==> config.mk <==
export PLATFORM = sky130hd
export DESIGN_NAME = uram_port_arbiter
export DESIGN_NICKNAME = d
export VERILOG_FILES = /design/src/rtl/uram_arb_pkg.sv /design/src/rtl/uram_port_arbiter_rr_arb2.sv /design/src/rtl/uram_port_arbiter.sv
export SDC_FILE = /design/constraint.sdc
export NUM_CORES = 1
export LEC_CHECK = 0
export BUFFER_PORTS_ARGS = -buffer_cell sky130_fd_sc_hd__buf_4
export CORE_AREA = 4 4 169 171
export CTS_CLUSTER_DIAMETER = 50
export DETAILED_ROUTE_END_ITERATION = 8
export DIE_AREA = 0 0 173 175
export SYNTH_ARGS = -nofsm -noshare
export SYNTH_HDL_FRONTEND = slang
export SYNTH_HIERARCHICAL = 1
export SYNTH_SLANG_ARGS = --single-unit
==> constraint.sdc <==
create_clock -name clock -period 3.2 [get_ports clock]
set_input_delay 0.16 -clock clock [delete_from_list [all_inputs] [get_ports clock]]
set_output_delay 0.16 -clock clock [all_outputs]
set_load 0.05 [all_outputs]
==> src/rtl/uram_arb_pkg.sv <==
// Shared types and constants for the URAM port arbiter.
package uram_arb_pkg;

   localparam int unsigned NUM_REQ = 2;
   localparam int unsigned STAT_W  = 32;

   typedef enum logic {
      ST_CLEAR = 1'b0,
      ST_RUN   = 1'b1
   } arb_state_e;

   typedef logic [0:0] req_id_t;

   typedef struct packed {
      logic    valid;
      req_id_t id;
   } rd_tag_t;

endpackage

==> src/rtl/uram_port_arbiter_rr_arb2.sv <==
// Two-input round-robin arbiter; the pointer remembers the last winner.
module rr_arb2
   import uram_arb_pkg::*;
(
   input  logic               clock,
   input  logic               reset,
   input  logic [NUM_REQ-1:0] req,
   output logic [NUM_REQ-1:0] grant_c
);

   req_id_t last_q;

   // On contention the requester that did not win last time is granted
   always_comb begin
      grant_c = '0;
      if (req == 2'b11) begin
         grant_c = (last_q == 1'b1) ? 2'b01 : 2'b10;
      end else begin
         grant_c = req;
      end
   end

   // Pointer follows every grant in this class
   always_ff @(posedge clock or posedge reset) begin
      if (reset) begin
         last_q <= '0;
      end else if (|req) begin
         last_q <= req_id_t'(grant_c[1]);
      end
   end

endmodule

==> src/rtl/uram_port_arbiter.sv <==
// Shares one simple-dual-port URAM bank between two requesters.
// Reads and writes are arbitrated independently; the bank is zero-filled
// after reset. Define URAM_ARB_STATS_EN to add per-requester stall counters.
module uram_port_arbiter
   import uram_arb_pkg::*;
#(
   parameter int unsigned DATA_WIDTH     = 64,
   parameter int unsigned ADDRESS_WIDTH  = 12,
   parameter bit          CLEAR_ON_RESET = 1'b1
) (
   input  logic                     clock,
   input  logic                     reset,
   input  logic                     req0_valid,
   output logic                     req0_ready,
   input  logic                     req0_wen,
   input  logic [ADDRESS_WIDTH-1:0] req0_addr,
   input  logic [DATA_WIDTH-1:0]    req0_wdata,
   input  logic                     req1_valid,
   output logic                     req1_ready,
   input  logic                     req1_wen,
   input  logic [ADDRESS_WIDTH-1:0] req1_addr,
   input  logic [DATA_WIDTH-1:0]    req1_wdata,
   output logic                     rsp0_valid,
   output logic [DATA_WIDTH-1:0]    rsp0_data,
   output logic                     rsp1_valid,
   output logic [DATA_WIDTH-1:0]    rsp1_data,
   output logic [ADDRESS_WIDTH-1:0] mem_raddr,
   input  logic [DATA_WIDTH-1:0]    mem_dout,
   output logic                     mem_wen,
   output logic [ADDRESS_WIDTH-1:0] mem_waddr,
   output logic [DATA_WIDTH-1:0]    mem_din,
   output logic                     init_done
`ifdef URAM_ARB_STATS_EN
   ,
   output logic [STAT_W-1:0]        stall0_count,
   output logic [STAT_W-1:0]        stall1_count
`endif
);

   localparam int unsigned CNT_W = ADDRESS_WIDTH + 1;

   arb_state_e         state_q;
   logic [CNT_W-1:0]   clr_cnt_q;
   logic [CNT_W-1:0]   clr_cnt_next_c;
   rd_tag_t            tag_q;
   logic               active_c;
   logic [NUM_REQ-1:0] rd_req_c;
   logic [NUM_REQ-1:0] wr_req_c;
   logic [NUM_REQ-1:0] rd_gnt_c;
   logic [NUM_REQ-1:0] wr_gnt_c;

   // Traffic is only considered in RUN and never while reset is held
   assign active_c       = (state_q == ST_RUN) && !reset;
   assign clr_cnt_next_c = clr_cnt_q + CNT_W'(1);

   assign rd_req_c = {active_c & req1_valid & ~req1_wen, active_c & req0_valid & ~req0_wen};
   assign wr_req_c = {active_c & req1_valid &  req1_wen, active_c & req0_valid &  req0_wen};

   rr_arb2 u_rd_arb (
      .clock   (clock),
      .reset   (reset),
      .req     (rd_req_c),
      .grant_c (rd_gnt_c)
   );

   rr_arb2 u_wr_arb (
      .clock   (clock),
      .reset   (reset),
      .req     (wr_req_c),
      .grant_c (wr_gnt_c)
   );

   assign req0_ready = rd_gnt_c[0] | wr_gnt_c[0];
   assign req1_ready = rd_gnt_c[1] | wr_gnt_c[1];

   // Memory ports follow the grants; the clear sweep owns the write port
   always_comb begin
      mem_raddr = '0;
      mem_wen   = 1'b0;
      mem_waddr = '0;
      mem_din   = '0;
      if (rd_gnt_c[1]) begin
         mem_raddr = req1_addr;
      end else if (rd_gnt_c[0]) begin
         mem_raddr = req0_addr;
      end
      if ((state_q == ST_CLEAR) && !reset) begin
         mem_wen   = 1'b1;
         mem_waddr = clr_cnt_q[ADDRESS_WIDTH-1:0];
      end else if (wr_gnt_c[1]) begin
         mem_wen   = 1'b1;
         mem_waddr = req1_addr;
         mem_din   = req1_wdata;
      end else if (wr_gnt_c[0]) begin
         mem_wen   = 1'b1;
         mem_waddr = req0_addr;
         mem_din   = req0_wdata;
      end
   end

   // Clear sweep then RUN; the extra counter bit flags the wrap past the last address
   always_ff @(posedge clock or posedge reset) begin
      if (reset) begin
         state_q   <= CLEAR_ON_RESET ? ST_CLEAR : ST_RUN;
         clr_cnt_q <= '0;
         init_done <= 1'b0;
      end else begin
         case (state_q)
            ST_CLEAR: begin
               clr_cnt_q <= clr_cnt_next_c;
               if (clr_cnt_next_c[ADDRESS_WIDTH]) begin
                  state_q   <= ST_RUN;
                  init_done <= 1'b1;
               end
            end
            ST_RUN: begin
               init_done <= 1'b1;
            end
            default: begin
               state_q <= ST_CLEAR;
            end
         endcase
      end
   end

   // Read tag: who gets mem_dout on the following cycle
   always_ff @(posedge clock or posedge reset) begin
      if (reset) begin
         tag_q <= '0;
      end else begin
         tag_q.valid <= |rd_gnt_c;
         tag_q.id    <= req_id_t'(rd_gnt_c[1]);
      end
   end

   assign rsp0_valid = tag_q.valid && (tag_q.id == 1'b0);
   assign rsp1_valid = tag_q.valid && (tag_q.id == 1'b1);
   assign rsp0_data  = mem_dout;
   assign rsp1_data  = mem_dout;

`ifdef URAM_ARB_STATS_EN
   // Saturating count of RUN cycles where a request waited
   always_ff @(posedge clock or posedge reset) begin
      if (reset) begin
         stall0_count <= '0;
         stall1_count <= '0;
      end else if (state_q == ST_RUN) begin
         if (req0_valid && !req0_ready && !(&stall0_count)) begin
            stall0_count <= stall0_count + STAT_W'(1);
         end
         if (req1_valid && !req1_ready && !(&stall1_count)) begin
            stall1_count <= stall1_count + STAT_W'(1);
         end
      end
   end
`endif

endmodule

---- Word-level counts from Yosys, hierarchy flattened ----
Index checks and enable logic that the tools add are counted.
operators by class
  equality and inequality tests ........... 3
  add/subtract/negate cells ............... 1
  multiply operators ...................... 0
  div/mod/pow operators ................... 0
  bitwise operators ....................... 12
  shift operators ......................... 0
  multiplexer cells ....................... 19
  reduce and logical (&&, ||, !) cells .... 8
  order comparisons ....................... 0
operator list
  cell                   number
  $mux 64                3
  $mux 12                5
  $add 13x1->13 const B  1
  $mux 2                 4
  $and 1x1->1            6
  $mux 1                 6
  $reduce_or 2->1        3
  $eq 2x2->1 const B     2
  $logic_and 1x1->1      4
  $not 1->1              4
  $ne 2x2->1 const B     1
  $or 1x1->1             2
  $pmux 1 s2             1
  $logic_not 1->1        1
storage, ports and cells
  bits in registers ....................... 19
  ROM bits ................................ 0
  memory bits (writable) .................. 0
  latch bits .............................. 0
  input port bits ......................... 222
  output and inout bits ................... 222
  memories kept ........................... 0

---- Depth between registers and ports, before layout ----
  word-level depth ........................ 9
  gate-level depth with buffers ........... 10

---- Hierarchy ----
Netlist, hierarchy kept.
modules (own cells, without submodules)
  module             area each (µm²)  cells each  instances  sequential area each (µm²)
  uram_port_arbiter  2,947.8          431         1          425.4
  rr_arb2            56.3             7           2          25.0

---- Least setup slack after synthesis ----
OpenSTA, ideal clock, no wires.
  path type ............................... reg-to-output
  from .................................... register state_q
  to ...................................... output port mem_waddr[6]
  slack ................................... 0.389 ns
  required time ........................... 3.040 ns
  cell stages (with the launch flop) ...... 9
  arrival time ............................ 2.651 ns
  cells stage by stage .................... dfrtp_1 > buf_6 > nor2b_1 > and3_1 > a21boi_0 > buf_2 > clkbuf_1 > a22oi_1 > o21ai_0
on the way
  elaborated cells between the ends (all ways) .. 12
  those cells by class .................... eq/ne: 1; mux: 4; bitwise: 5; reduce/logical: 2
RTL lines
  item                          line                             text
  start, declared               uram_port_arbiter.sv:42          arb_state_e state_q;
  start signal, assigned        uram_port_arbiter.sv:104         state_q <= CLEAR_ON_RESET ? ST_CLEAR : ST_RUN;
  $logic_and 1x1->1 (*)         uram_port_arbiter.sv:53          assign active_c = (state_q == ST_RUN) && !reset;
  $and 1x1->1 (*) (2 in a row)  uram_port_arbiter.sv:57          assign wr_req_c = {active_c & req1_valid & req1_wen, active_c & req0_valid & req0_wen};
  net wr_req_c[1]               uram_port_arbiter.sv:48          logic [NUM_REQ-1:0] wr_req_c;
  $eq 2x2->1                    uram_port_arbiter_rr_arb2.sv:16  if (req == 2'b11) begin
  $mux 2 (*)                    uram_port_arbiter_rr_arb2.sv:16
  net wr_gnt_c[1]               uram_port_arbiter.sv:50          logic [NUM_REQ-1:0] wr_gnt_c;
  $mux 12 (*)                   uram_port_arbiter.sv:90          end else if (wr_gnt_c[1]) begin
  $mux 12 (*)                   uram_port_arbiter.sv:87          if ((state_q == ST_CLEAR) && !reset) begin
  end, declared                 uram_port_arbiter.sv:30          output logic [ADDRESS_WIDTH-1:0] mem_waddr,
Mark *: on every way through the listed nets, which the timed path passes. The rest lies on a longest branch.

---- Final worst setup path ----
  from .................................... input port reset
  to ...................................... output port mem_din[20]
on the way
  cells in the longest elaborated chain, start to end .. 9
  elaborated cells between the ends (all ways) .. 12
  those cells by class .................... eq/ne: 1; mux: 4; bitwise: 4; reduce/logical: 3
RTL lines
  item                           line                             text
  start, declared                uram_port_arbiter.sv:12          input logic reset,
  $logic_not 1->1 (no line) (*)  n/a
  $logic_and 1x1->1 (*)          uram_port_arbiter.sv:53
  $and 1x1->1 (*) (2 in a row)   uram_port_arbiter.sv:57
  net wr_req_c[0]                uram_port_arbiter.sv:48
  $eq 2x2->1                     uram_port_arbiter_rr_arb2.sv:16
  $mux 2 (*)                     uram_port_arbiter_rr_arb2.sv:16
  net wr_gnt_c[0]                uram_port_arbiter.sv:50
  $mux 64 (*)                    uram_port_arbiter.sv:94          end else if (wr_gnt_c[0]) begin
  $mux 64 (*)                    uram_port_arbiter.sv:90
  $mux 64 (*)                    uram_port_arbiter.sv:87
  end, declared                  uram_port_arbiter.sv:31          output logic [DATA_WIDTH-1:0] mem_din,
Marks and branches as above.

==> run metrics <==
CTS tree=done; Placed Cells=887; RSZ-0062 raised after global routing=no; CTS clk-pin slew, worst paths=0.05 ns; R2R Setup Slk=1.22 ns; CP required=3.04 ns; Sw Pwr=0.157 mW; PortBufs=251; Synth warnings=6; Slowest cell on crit path=dlygate4sd3_1; top cells by area, synth=buf_4, a22oi_1, dfrtp_1; Detailed Route Iter0 Violations=181; post-DP HPWL=12700 um; crit path capture type=output pin; Yosys cell types=32; R2R Path Start=state_q$_DFF_PP0_; Crit path max-delay family=buffers and inverters; Most Frequent Cell on Critical Path=buf_4; arrival time worst endpoint=2.78 ns; simple-gate area share of the yosys netlist=19.7%; core area=26900 um^2; Leak Pwr=2.06 nW; Seq pwr share=34.7%; initial antenna violation count=1; crit path max fanout=40; combinational share of power=29.1%; fin crit share=91.8%; DR WL/cell=16.5 um; sequential-to-total area share from yosys stat=15.5%; number of remaining DRC errors=0; area share of fa/ha/maj cells after synthesis=0.409%; I/O pin cnt=444; P_int=0.537 mW; final setup fails=0; Max Buffers Root-to-Sink=2; clk_lat worst skew=0.25 ns; Num CTS Buffers=3; die width=173 um; Synthesized Nets=668; fillcell total=3069; FF+latch count, synth=19; worst hold path endpoint=u_rd_arb/last_q$_DFFE_PP0P_; slew margin rel.=49.0%; Worst Tran Pin Value=0.760 ns; Mapped Area=3060 um^2; GRT Util Overall=8.79%; biggest area consumer among synthesized cells=buf_4; Register Area=475 um^2; layout cell share with drive strength beyond 1=49.5%; max-cap viol count=0; pwr dens=156 nW/um^2; final core occ=16.6%; die height=175 um; min-delay worst type=in -> reg; Diodes inserted=0; Reg-to-Reg End=tag_q[1]$_DFF_PP0_; Post-Syn Area per Cell=6.88 um^2; Hold Crit Start=req1_wen; Post-DRT Antenna Nets=0; synthesis-to-layout area growth=45.7%; Worst R2R Path Depth=5; first-pass detailed-route iteration total=4; Final Skew=0.00279 ns; CP peak stage delay=0.54 ns; Hold Crit Depth=4; Max VDD drop=0.000168 V; routed vias/inst=3.87; largest net degree at the start of global routing=42; post-CTS setup buffer count=0; via count=3451; H-tree Lvls=1; gpl congestion=0.794; clock sink count=19; crit path time final=2.94 ns; run status=complete, no violations; multi-input logic area=1500 um^2; CP Class=in -> out; Clock power frac=36.2%; wire length of the first global-routing pass=21000 um; Post-synth EDFFs=0; starting density of the core=11.4%; die footprint=30300 um^2; root buffer cell=clkbuf_16; commonest non-fill, non-tap cells in the layout=buf_4, a22oi_1, nor2_1; most common cell after layout, fill and taps aside=buf_4; std cell rows=60; Compound-Gate Fraction of Synth Area=23.8%; Slew Viols, Final=0; Post-Syn Instances=445; worst path bufs/invs=4; fin cells=892; critical path launch point type=input pin; Synth Flop Type=dfrtp_1; post-synth top area share=31.4%; final WL=14700 um; fraction of synthesized area in multiplexers=0.368%; async set-reset flop share out of synthesis=100%; final net count=775; setup TNS=0 ns; vias in the first global route=3502; achievable frequency=0.340 GHz; Net Sw Frac=22.6%; endpoints failing hold=0; Synth Area in XOR/XNOR=3.72%; main combinational cell family by area after synthesis=buffers and inverters; grt ovf=0; CP cell instances=dlygate4sd3_1 -> buf_4 -> nor2b_1 -> and3_1 -> a21boi_1 -> nor2b_4 -> buf_6 -> a22oi_1 -> nor2_1 -> buf_4
## worst max path at each step
stage / start / endpoint / slack, ns / cells after the start
final: reset / mem_din[20] / 0.26 / 10
after global placement: state_q$_DFF_PP0_ / mem_din[20] / 0.57 / 8
after global routing: state_q$_DFF_PP0_ / mem_din[19] / 0.03 / 8
after floorplan: state_q$_DFF_PP0_ / mem_waddr[6] / 0.39 / 8
after CTS: reset / mem_din[20] / 0.15 / 10
after detailed placement: state_q$_DFF_PP0_ / mem_din[20] / 0.48 / 8
## per-stage QoR
step / power (mW) / hold slack (ns) / cell area (um^2) / setup WS (ns)
CTS: 0.705 / 0.211 / 4450 / 0.153
finish: 0.693 / 0.214 / 4460 / 0.261
floorplan: 0.706 / -0.111 / 3060 / 0.389
detailed placement: 0.447 / 0.0482 / 4360 / 0.476
global placement: 0.446 / 0.0468 / 4360 / 0.570
global route: 0.732 / 0.218 / 4460 / 0.0325
## state kept, by name (all words and copies together) (netlist names)
name and count:
init_done 1, state_q 1, u_rd_arb/last_q 1, clr_cnt_q 13
u_wr_arb/last_q 1, tag_q 2
## metal layers
| layer | up-vias | GRT usage, % | share of wire, % |
|---|---|---|---|
| li1 | 1592 | - | - |
| met1 | 1520 | 8.25 | 32 |
| met2 | 286 | 15.8 | 49 |
| met3 | 51 | 5.17 | 15 |
| met4 | 2 | 3.49 | 4.0 |
| met5 | - | 0 | 0.088 |
## power groups by stage
| stage | clock network, mW | logic [mW] | registers (mW) |
|---|---|---|---|
| global route | 0.274 | 0.217 | 0.240 |
| global placement | 0 | 0.201 | 0.245 |
| floorplan | 0 | 0.462 | 0.245 |
| detailed placement | 0 | 0.203 | 0.245 |
| finish | 0.251 | 0.202 | 0.241 |
| CTS | 0.260 | 0.204 | 0.240 |
## tightest hold or removal path: stages
cell and delay, ns:
buf_4 0.08, nor2_1 0.05, nor2_1 0.08, a21oi_1 0.04
## cells in the mapped netlist (all sizes together), types with 2 or more instances
cell type,number
xnor2,7
dfrtp,19
clkbuf,17
nor2,75
nand3,3
a21oi,3
o21ai,24
a22oi,75
nand2b,2
and3,3
xor2,6
a21boi,4
nor3,2
nand2,44
or2,4
nand4,2
nor2b,3
inv,5
buf,141
## timing repair
| item | 4_1_cts | 5_1_grt |
|---|---|---|
| gates resized for setup | 0 | 2 |
| hold buffers | 1 | 0 |
| setup endpoints to repair | 0 | 5 |
| endpoints found under the hold margin | 2 | 0 |
## cell type report
cell class                 instances  area share [%]
inverter                           5           0.421
timing repair buffer             260            44.0
clock buffer                       4            1.77
multi-input combinational        263            33.6
tap                              341            9.57
sequential                        19            10.7
## cell families (layout without fill, tap and decap cells)
logic type                 count (synthesis)  in the layout
and+or+nand+nor                          142            142
xor gates and xnor gates                  13             13
muxes                                      1              1
AOI/OAI and AO/OA                        106            106
DFF                                       19             19
buffers and inverters                    163            269
adders and majority gates                  1              1
Note: power is estimated with default switching activity, not from simulation.
